`src/rtl/button_debouncer_pkg.sv`:
```
// Shared types and constants for the push-button debouncer.
// State encodings are fixed so existing waveforms and probes still decode.
package button_debouncer_pkg;

    typedef enum logic [1:0] {
        IDLE_LOW  = 2'd0,
        CHK_HIGH  = 2'd1,
        IDLE_HIGH = 2'd2,
        CHK_LOW   = 2'd3
    } state_t;

    localparam int unsigned SIM_STABLE_CYCLES = 4;

endpackage

```
`src/rtl/sync_2ff.sv`:
```
// Two-flop synchronizer for a single asynchronous input bit.
module sync_2ff (
    input  logic clk,
    input  logic rst,
    input  logic d,
    output logic q
);

    logic s1;

    always_ff @(posedge clk or posedge rst) begin
        if (rst) begin
            s1 <= 1'b0;
            q  <= 1'b0;
        end else begin
            s1 <= d;
            q  <= s1;
        end
    end

endmodule

```
`src/rtl/button_debouncer.sv`:
```
// Debounces a raw button: synchronizes it, requires STABLE_CYCLES equal samples,
// then updates a clean level and emits a one-cycle rise or fall pulse.
module button_debouncer #(
    parameter int unsigned STABLE_CYCLES = 120000,
    parameter int unsigned CNT_W         = $clog2(STABLE_CYCLES)
) (
    input  logic clk,
    input  logic rst,
    input  logic btn_in,
    output logic level_out,
    output logic rise_pulse,
    output logic fall_pulse
);

    import button_debouncer_pkg::*;

    if (STABLE_CYCLES < 2) begin : g_bad_stable_cycles
        $error("button_debouncer: STABLE_CYCLES must be >= 2");
    end

    localparam logic [CNT_W-1:0] CNT_LAST = CNT_W'(STABLE_CYCLES - 1);

    logic             s2;
    state_t           state, state_nx;
    logic [CNT_W-1:0] cnt, cnt_nx;
    logic             level_nx, rise_nx, fall_nx;

    sync_2ff u_sync (
        .clk (clk),
        .rst (rst),
        .d   (btn_in),
        .q   (s2)
    );

    always_ff @(posedge clk or posedge rst) begin
        if (rst) begin
            state      <= IDLE_LOW;
            cnt        <= '0;
            level_out  <= 1'b0;
            rise_pulse <= 1'b0;
            fall_pulse <= 1'b0;
        end else begin
            state      <= state_nx;
            cnt        <= cnt_nx;
            level_out  <= level_nx;
            rise_pulse <= rise_nx;
            fall_pulse <= fall_nx;
        end
    end

    // Entering a CHK state counts the triggering sample as the first one.
    always_comb begin
        state_nx = state;
        cnt_nx   = cnt;
        level_nx = level_out;
        rise_nx  = 1'b0;
        fall_nx  = 1'b0;
        case (state)
            IDLE_LOW: begin
                if (s2) begin
                    state_nx = CHK_HIGH;
                    cnt_nx   = CNT_W'(1);
                end else begin
                    cnt_nx = '0;
                end
            end
            CHK_HIGH: begin
                if (!s2) begin
                    state_nx = IDLE_LOW;
                    cnt_nx   = '0;
                end else if (cnt == CNT_LAST) begin
                    state_nx = IDLE_HIGH;
                    level_nx = 1'b1;
                    rise_nx  = 1'b1;
                    cnt_nx   = '0;
                end else begin
                    cnt_nx = cnt + CNT_W'(1);
                end
            end
            IDLE_HIGH: begin
                if (!s2) begin
                    state_nx = CHK_LOW;
                    cnt_nx   = CNT_W'(1);
                end else begin
                    cnt_nx = '0;
                end
            end
            CHK_LOW: begin
                if (s2) begin
                    state_nx = IDLE_HIGH;
                    cnt_nx   = '0;
                end else if (cnt == CNT_LAST) begin
                    state_nx = IDLE_LOW;
                    level_nx = 1'b0;
                    fall_nx  = 1'b1;
                    cnt_nx   = '0;
                end else begin
                    cnt_nx = cnt + CNT_W'(1);
                end
            end
            default: begin
                state_nx = IDLE_LOW;
                cnt_nx   = '0;
            end
        endcase
    end

endmodule

```
`config.mk`:
```
export PLATFORM = sky130hd
export DESIGN_NAME = button_debouncer
export DESIGN_NICKNAME = d
export VERILOG_FILES = /design/src/rtl/button_debouncer_pkg.sv /design/src/rtl/sync_2ff.sv /design/src/rtl/button_debouncer.sv
export SDC_FILE = /design/constraint.sdc
export NUM_CORES = 1
export LEC_CHECK = 0
export ABC_AREA = 1
export BUFFER_PORTS_ARGS = -buffer_cell sky130_fd_sc_hd__buf_2
export CAP_MARGIN = 20
export CORE_MARGIN = 2
export CORE_UTILIZATION = 63
export CTS_CLUSTER_DIAMETER = 100
export DETAILED_ROUTE_END_ITERATION = 10
export PLACE_DENSITY = 0.78
export SLEW_MARGIN = 20
export SYNTH_ARGS = -nofsm -noshare
export SYNTH_HDL_FRONTEND = slang
export SYNTH_SLANG_ARGS = --single-unit
```
`constraint.sdc`:
```
create_clock -name clk -period 3 [get_ports clk]
set_clock_uncertainty 0.1 [all_clocks]
set_input_delay 0.45 -clock clk [delete_from_list [all_inputs] [get_ports clk]]
set_output_delay 0.45 -clock clk [all_outputs]
set_load 0.005 [all_outputs]
```
==> reports/qor.csv, run 1 <==
metric;value;unit
critical path launch point type;register;
via count;920;
detailed placer's ending HPWL;1.53;mm
final WL;2.01;mm
Pint;0.469;mW
P&R area growth vs syn;6.32;%
RSZ-0062 raised after global routing;false;
Avg Cell Area, Syn;8.58;µm²
CP max stage cell;dfrtp_1;
CTS H-Tree Depth;1;
Sw Share;31.7;%
TritonCTS clock tree;yes;
Setup WS pre-CTS;1.41;ns
Fin. Hold Viols;0;
Finish-stage setup viols;0;
initial DRC count;12;
Clock Latency Late Sink;0.31;ns
post-route ant nets;0;
vias per inst;5.23;
relative slew slack;43.5;%
status;finished clean;
TritonRoute pass-1 iters;4;
layout cells sized above 1;18.5;%
hold bufs inserted after CTS;0;
Crit. End Element;register;
Slew Viols, Final;0;
post-cts gate resize count;0;
GPL Wtd Cong;0.837;
worst hold path type;input pin to register;
worst-path fanout max;19;
synthesized flop and latch total;24;
synth warn;0;
crit-path cells;ha_1 > nand2_2 > nor2_8 > nand3_2 > nand2_4 > nand3_2 > nand2_1 > nand2_1;
total net switching power;0.218;mW
# IOs;6;
first-pass GRT wire length;3.32;mm
maximum root-to-sink buffer count;2;
Synthesized Nets;147;
Initial Utilization;68.8;%
overall die area;2320;µm²
layout net count;156;
placed insts;172;
vias in the first global route;822;
initial antenna violation count;0;
setup TNS;0;ns
Final Util;73.2;%
count of input and output buffers;5;
pin count of the biggest net entering global routing;25;
total gr overflow;0;
WL/cell;11.4;µm
WS Path Type;register to register;
antenna cells;0;
Post-route DRC;0;
Die X;48.1;µm
CTS root buf;clkbuf_4;
fmax;0.631;GHz
Final period util;52.8;%
register share of total power;55.4;%
total global-route track usage;20.4;%
Max-cap violations;0;
final setup margin;1.42;ns
Gate Count Post-Synth;143;
sequential area share after synthesis;48.9;%
Finished Layout Cells;176;
worst path required time;3.11;ns
Peak VDD IR;0.000404;V
clock sinks;24;
Clk pin slew, worst setup/hold paths;0.12;ns
synth unique cells;25;
clock share of power;24.2;%
Post-Syn Area;1230;µm²
Post-CTS Setup Bufs;0;
Core Rows;15;
Die H;48.1;µm
Logic pwr share;20.4;%
CP peak stage delay;0.38;ns
fin crit period;1.58;ns
PD cells;526;nW/µm²
Critical Path AT;1.69;ns
CTS buffer count;3;
Least-Margin Pin Slew;0.846;ns
LEAKAGE;0.580;nW
Core Footprint;1780;µm²
## per-stage QoR
step,total power [mW],hold slack (ns),area (µm²)
6_report,0.687,0.141,1310
5_1_grt,0.732,0.131,1310
4_1_cts,0.692,0.134,1310
3_5_place_dp,0.528,0.238,1270
3_3_place_gp,0.518,0.233,1270
2_1_floorplan,0.511,0.231,1230
## synthesized netlist by cell type
cell       n  area (µm²)
o21ai_0    5        25.0
nand3_2    2        20.0
nand3_1   12        60.1
nor2_2     7        43.8
nor2_1    25        93.8
a21o_1     1        7.51
nor3_1     5        25.0
nor2_4     1        11.3
dfrtp_1   24         601
o21bai_1   1        7.51
ha_1       1        12.5
nand2_4    1        11.3
xnor2_1    1        8.76
nor3b_1    1        7.51
nand4_1    2        12.5
a21oi_1    1        5.00
nand2_2    4        25.0
inv_1     14        52.6
nor2_8     1        20.0
xor2_1     6        52.6
nand2_1   23        86.3
o21a_1     1        7.51
o21ai_2    1        8.76
inv_2      2        7.51
buf_8      1        15.0
## area by class of cell
cell class | count | area, µm²
inverter | 16 | 60.1
timing repair buffer | 5 | 25.0
sequential | 24 | 601
fill | 126 | 478
multi-input combinational | 102 | 552
clock buffer | 4 | 36.3
tap | 25 | 31.3
## sequential cells by signal, indices dropped and copies added, names as in the netlist, named ones only
signal      count
u_sync.q        1
u_sync.s1       1
level_out       1
state           1
cnt            17
fall_pulse      1
rise_pulse      1
## kinds of logic after synthesis
group / after synthesis / share of synthesized area [%]
adders and majority gates: 1 / 1.02
buffers and inverters: 17 / 6.12
xor gates and xnor gates: 7 / 5.00
AOI/OAI and AO/OA: 10 / 5.00
and+or+nand+nor: 84 / 33.9
DFF: 24 / 48.9
## path summary, 6_finish.rpt
kind	start	end	slack (ns)	cells after the start
max	cnt[0]	register	1.42	8
min	btn_in	u_sync.s1	0.14	1
max reg2reg	cnt[0]	register	1.42	8
min reg2reg	u_sync.s1	u_sync.q	0.26	0
max in group asynchronous	rst	state[0]	2.09	2
min in group asynchronous	rst	cnt[6]	0.18	2
## placed cells by master (no fill, tap or decap), types with 2 or more instances in the layout
master and count:
nand2_1 23, inv_1 14, o21ai_0 5, inv_2 2
buf_2 5, nor2_1 25, nor2_2 7, nand2_2 4
nand4_1 2, xor2_1 6, nor3_1 5, dfrtp_1 24
clkbuf_4 3, nand3_1 12, nand3_2 2
## power by group through the flow
| stage | registers (mW) | clock network [mW] | logic, mW |
|---|---|---|---|
| finish | 0.380 | 0.166 | 0.140 |
| global route | 0.386 | 0.182 | 0.163 |
| CTS | 0.380 | 0.169 | 0.142 |
| detailed placement | 0.386 | 0 | 0.142 |
| global placement | 0.382 | 0 | 0.135 |
| floorplan | 0.380 | 0 | 0.131 |
## critical path: cells and delay by family (launching register included)
family	cells	cell delay (ns)
and+or+nand+nor	7	0.81
DFF	1	0.38
adders and majority gates	1	0.19
## routing by layer
| layer | vias up | GRT usage, % | wire length, µm |
|---|---|---|---|
| met4 | 0 | 8.11 | 8 |
| met2 | 19 | 34.2 | 996 |
| met3 | 2 | 4.44 | 66 |
| met1 | 429 | 25.7 | 936 |
| li1 | 470 | - | - |
| met5 | - | 0 | 0 |
(Power assumes the default switching activity.)
==> run 2, diff against run 1 <==
--- a/config.mk
+++ b/config.mk
@@ -9,10 +9,10 @@
 export BUFFER_PORTS_ARGS = -buffer_cell sky130_fd_sc_hd__buf_2
 export CAP_MARGIN = 20
 export CORE_MARGIN = 2
-export CORE_UTILIZATION = 63
+export CORE_UTILIZATION = 59
 export CTS_CLUSTER_DIAMETER = 100
 export DETAILED_ROUTE_END_ITERATION = 10
-export PLACE_DENSITY = 0.78
+export PLACE_DENSITY = 0.73
 export SLEW_MARGIN = 20
 export SYNTH_ARGS = -nofsm -noshare
 export SYNTH_HDL_FRONTEND = slang
==> constraint.sdc (replaced) <==
create_clock -name clk -period 1.6 [get_ports clk]
set_clock_uncertainty 0.1 [all_clocks]
set_input_delay 0.24 -clock clk [delete_from_list [all_inputs] [get_ports clk]]
set_output_delay 0.24 -clock clk [all_outputs]
set_load 0.005 [all_outputs]
==> run 2 against run 1 <==
Non-clock buffer count up 14. Clock-buffer cell count did not move. Fmax is 0.28% higher. First-iteration DRC count increased by 67%. Wire length up 26%. Core utilization is 1.7 points higher. Largest cell class unchanged. Sequential power increased by 91%.
==> reports/qor.csv, run 2 (synthesized netlist as in run 1, its figures left out) <==
metric;value;unit;change
reg2reg path depth;7;;-1
worst path required time;1.71;ns;-1.40 ns
initial antenna violation count;0;;unchanged
Die H;49.6;µm;+3.1%
WL/cell;13.2;µm;+16%
TritonRoute pass-1 iters;4;;unchanged
Critical Path Stages;7;;-1
maximum root-to-sink buffer count;2;;unchanged
post-route ant nets;0;;unchanged
CP max stage cell;dfrtp_1;;
WHS Path Cells;0;;-1
CTS buffer count;3;;unchanged
status;finished clean;;
placed insts;176;;+2.3%
detailed placer's ending HPWL;1.54;mm;+1.2%
Least-Margin Pin Slew;0.328;ns;-0.518 ns
Die X;49.6;µm;+3.1%
Clk pin slew, worst setup/hold paths;0.13;ns;about the same
TritonCTS clock tree;yes;;
antenna cells;0;;unchanged
layout cells sized above 1;25.5;%;+6.9 points
Fin. Hold Viols;0;;unchanged
fmax;0.633;GHz;+0.28%
P&R area growth vs syn;19.7;%;
first-pass GRT wire length;3.91;mm;+18%
Slew Viols, Final;0;;unchanged
Finished Layout Cells;192;;+9.1%
vias in the first global route;927;;+13%
most frequent cells in the layout;nor2_1, dfrtp_1, nand2_1, inv_1, nand3_1;;
crit-path cells;ha_4 > nand2_4 > nor2_8 > nand3_2 > buf_4 > o21ai_0 > o21ai_0;;
Clock Latency Late Sink;0.31;ns;about the same
final WL;2.53;mm;+26%
Initial Utilization;62.6;%;-6.3 points
total global-route track usage;21.0;%;+0.52 points
layout net count;170;;+9.0%
GPL Wtd Cong;0.881;;+5.3%
via count;989;;+7.5%
# IOs;6;;unchanged
Final period util;98.7;%;+46 points
count of input and output buffers;5;;unchanged
clock sinks;24;;unchanged
overall die area;2460;µm²;+6.2%
initial DRC count;20;;+8
Reg with most FFs;cnt;;
Core Footprint;1960;µm²;+10%
Min Hold Slack;0.282;ns;+0.142 ns
relative slew slack;78.1;%;+35 points
fin crit period;1.58;ns;-0.00449 ns
CTS H-Tree Depth;1;;unchanged
Max-cap violations;0;;unchanged
CTS root buf;clkbuf_4;;
CP top delay family;flip-flops;;
Buf/Inv on CP;1;;+1
WS Path Type;register to register;;
Peak VDD IR;0.000703;V;+74%
Crit. End Element;register;;
vias per inst;5.15;;-1.5%
Post-route DRC;0;;unchanged
Critical Path AT;1.69;ns;about the same
CP peak stage delay;0.43;ns;+0.05 ns
PD cells;1000;nW/µm²;+91%
total gr overflow;0;;unchanged
worst-path fanout max;5;;-14
max FFs per register;17;;unchanged
LEAKAGE;0.700;nW;+21%
RSZ-0062 raised after global routing;true;;
Finish-stage setup viols;0;;unchanged
critical path launch point type;register;;
Core Rows;16;;+1
Worst path most repeated cell;o21ai_0;;
worst hold path type;register to register;;
pin count of the biggest net entering global routing;25;;unchanged
-- run 2: worst reg2reg max path, stage by stage (launching register included) --
cell and delay, ns:
dfrtp_1 0.43, ha_4 0.17, nand2_4 0.07, nor2_8 0.15, nand3_2 0.16, buf_4 0.19
o21ai_0 0.12, o21ai_0 0.09
-- run 2: stage by stage --
stage	area [µm²]	setup TNS [ns]	util (%)	total power [mW]	worst slack (ns)
6_report	1470	0	74.9	1.47	0.0203
4_1_cts	1340	0	68.4	1.31	0.00490
3_5_place_dp	1290	0	65.6	0.995	0.0377
3_3_place_gp	1290	0	65.6	0.973	0.0993
5_1_grt	1470	-0.326	74.9	1.57	-0.0745
2_1_floorplan	1230	0	-	0.958	0.170
-- run 2: final timing paths --
check | start | endpoint | slack (ns)
min | u_sync.s1 | u_sync.q | 0.28
max in group asynchronous | rst | cnt[7] | 0.73
max reg2reg | cnt[0] | level_out | 0.02
min in group asynchronous | rst | u_sync.q | 0.44
max | cnt[0] | level_out | 0.02
min reg2reg | u_sync.s1 | u_sync.q | 0.28
-- run 2: metal layers --
| layer | GRT usage, % | wire length (µm) | vias up |
|---|---|---|---|
| met5 | 0 | 0 | - |
| met3 | 3.94 | 71 | 10 |
| met4 | 8.33 | 53 | 0 |
| met1 | 26.5 | 1180 | 463 |
| met2 | 35.3 | 1230 | 20 |
| li1 | - | - | 496 |
-- run 2: layout make-up --
cell class / instances / area [µm²]
well taps: 27 / 33.8
multi-input cells: 102 / 591
repair buffers: 19 / 148
clock buffers: 4 / 36.3
inverters: 16 / 60.1
flip-flops and latches: 24 / 601
fillers: 145 / 493
-- run 2: where the power goes --
group          internal [mW]  leakage, nW  switching [mW]
Sequential             0.657        0.325          0.0676
Clock                  0.139       0.0210           0.178
Combinational          0.206        0.354           0.227
-- run 2: what timing repair did --
action | 4_1_cts | 5_1_grt
setup buffers | 0 | 10
setup endpoints to repair | 0 | 8
hold buffers | 2 | 0
hold endpoints to repair | 25 | 0
resized for setup | 0 | 7
==> run 3, diff against run 2 <==
--- a/config.mk
+++ b/config.mk
@@ -13,6 +13,7 @@
 export CTS_CLUSTER_DIAMETER = 100
 export DETAILED_ROUTE_END_ITERATION = 10
 export PLACE_DENSITY = 0.73
+export SETUP_SLACK_MARGIN = 0.15
 export SLEW_MARGIN = 20
 export SYNTH_ARGS = -nofsm -noshare
 export SYNTH_HDL_FRONTEND = slang
==> run 3 against run 2 <==
Setup slack barely moved. Clock-buffer cell count did not move. Largest cell class is now multi-input gates. Core utilization rose by 2.8 points. Fmax barely moved. Via count rose by 10%. Sequential power barely moved. Critical endpoint unchanged. Wire length rose by 15%. Die area did not move. Sequential cell count did not move. Global-route usage rose by 2.1 points.
==> reports/qor.csv, run 3 (synthesized netlist as in run 1, its figures left out) <==
metric;value;unit;change
Max-cap violations;0;;unchanged
Die H;49.6;µm;unchanged
relative slew slack;78.8;%;+0.72 points
Critical Path Source;cnt[6];;
reg2reg path depth;7;;unchanged
Finish-stage setup viols;0;;unchanged
worst path required time;1.70;ns;about the same
sequential standard cell area;601;µm²;unchanged
detailed placer's ending HPWL;1.54;mm;unchanged
CTS H-Tree Depth;1;;unchanged
reg2reg start;cnt[6];;
multi-input logic area;616;µm²;+4.2%
# IOs;6;;unchanged
total gr overflow;0;;unchanged
P&R area growth vs syn;24.2;%;
post-route ant nets;0;;unchanged
TritonRoute pass-1 iters;7;;+3
Clock Latency Late Sink;0.31;ns;about the same
maximum root-to-sink buffer count;2;;unchanged
fmax;0.633;GHz;about the same
Critical Path AT;1.68;ns;about the same
fillers;142;;-2.1%
worst setup path endpoint;level_out;;
Worst path most repeated cell;o21ai_0;;
worst hold path type;register to register;;
critical path launch point type;register;;
CP max stage cell;dfrtp_1;;
vias in the first global route;988;;+6.6%
most frequent cells in the layout;nor2_1, dfrtp_1, nand2_1, inv_1, buf_4;;
crit-path cells;inv_1 > nand3_1 > nor2_1 > nand3_2 > buf_4 > o21ai_0 > o21ai_0;;
status;finished clean;;
Core Footprint;1960;µm²;unchanged
R2R Path End;level_out;;
most common cell after layout, fill and taps aside;nor2_1;;
Crit. End Element;register;;
Initial Utilization;62.6;%;unchanged
pin count of the biggest net entering global routing;25;;unchanged
clock sinks;24;;unchanged
Die X;49.6;µm;unchanged
Peak VDD IR;0.000675;V;-3.9%
Clk pin slew, worst setup/hold paths;0.13;ns;about the same
Post-route DRC;0;;unchanged
CTS buffer count;3;;unchanged
first-pass GRT wire length;4.30;mm;+9.9%
CTS root buf;clkbuf_4;;
antenna cells;0;;unchanged
total global-route track usage;23.1;%;+2.1 points
PD cells;968;nW/µm²;-3.6%
Core Rows;16;;unchanged
Slew Viols, Final;0;;unchanged
final WL;2.91;mm;+15%
GPL Wtd Cong;0.881;;unchanged
Worst R2R Setup Slack;0.02;ns;about the same
max FFs per register;17;;unchanged
final instance area;1520;µm²;+3.7%
layout cells sized above 1;29.8;%;+4.3 points
via count;1091;;+10%
Least-Margin Pin Slew;0.317;ns;-0.0107 ns
LEAKAGE;0.706;nW;+0.96%
overall die area;2460;µm²;unchanged
WL/cell;14.9;µm;+13%
TritonCTS clock tree;yes;;
Fin. Hold Viols;0;;unchanged
layout net count;173;;+1.8%
worst-path fanout max;5;;unchanged
initial antenna violation count;0;;unchanged
CP peak stage delay;0.45;ns;+0.02 ns
Placed Area;1290;µm²;unchanged
fin crit period;1.58;ns;+0.00000640 ns
vias per inst;5.59;;+8.6%
WS Path Type;register to register;;
Final period util;98.7;%;about the same
Reg with most FFs;cnt;;
RSZ-0062 raised after global routing;true;;
Tot Pwr;1.48;mW;about the same
count of input and output buffers;5;;unchanged
initial DRC count;62;;+210%
## run 3: cell count changes in the layout (fill, tap and decap cells not counted), sizes merged
| cell | change |
|---|---|
| buf | +3 |
## run 3: critical path: cells and delay by family (launching register included)
kind	cells	cell delay, ns
DFF	1	0.45
and+or+nand+nor	3	0.43
AOI/OAI and AO/OA	2	0.21
buffers and inverters	2	0.28
## run 3: through the flow
| stage | setup TNS, ns | util, % | setup WS, ns | std cells | hold slack [ns] |
|---|---|---|---|---|---|
| floorplan | 0 | - | 0.170 | 143 | 0.155 |
| global placement | 0 | 65.6 | 0.0993 | 176 | 0.188 |
| detailed placement | 0 | 65.6 | 0.0377 | 176 | 0.199 |
| CTS | 0 | 74.2 | 0.0746 | 191 | 0.288 |
| global route | -0.160 | 77.7 | -0.0661 | 195 | 0.310 |
| finish | 0 | 77.7 | 0.0203 | 195 | 0.287 |
## run 3: report_power, final
part           internal (mW)  switching [mW]
sequential             0.657          0.0649
combinational          0.204           0.234
clock                  0.139           0.177
total                   1.00           0.476
## run 3: metal layers
layer | global-route usage, % | wire length [µm] | up-vias
met1 | 28.7 | 1150 | 513
met3 | 3.94 | 177 | 24
met5 | 0 | 0 | -
met2 | 41.3 | 1440 | 52
li1 | - | - | 502
met4 | 6.02 | 142 | 0
## run 3: timing repair
action,CTS,global route
pin swaps,4,8
endpoints found under the hold margin,25,0
buffers inserted,9,4
hold buffers,2,0
endpoints found under the setup margin,9,20
resized for setup,6,8
## run 3: worst min-delay path by stage
stage,slack (ns),cells after the start,to,start
3_3_place_gp,0.19,3,cnt[2],rst
6_report,0.29,0,u_sync.q,u_sync.s1
4_1_cts,0.29,0,u_sync.q,u_sync.s1
2_1_floorplan,0.15,1,async pin,rst
5_1_grt,0.31,0,u_sync.q,u_sync.s1
3_5_place_dp,0.20,3,cnt[2],rst
## run 3: final cells by class
type / count / area share, %
inverter: 16 / 3.94
clock buffer: 4 / 2.38
sequential: 24 / 39.4
timing repair buffer: 22 / 11.7
tap: 27 / 2.22
multi-input combinational: 102 / 40.4
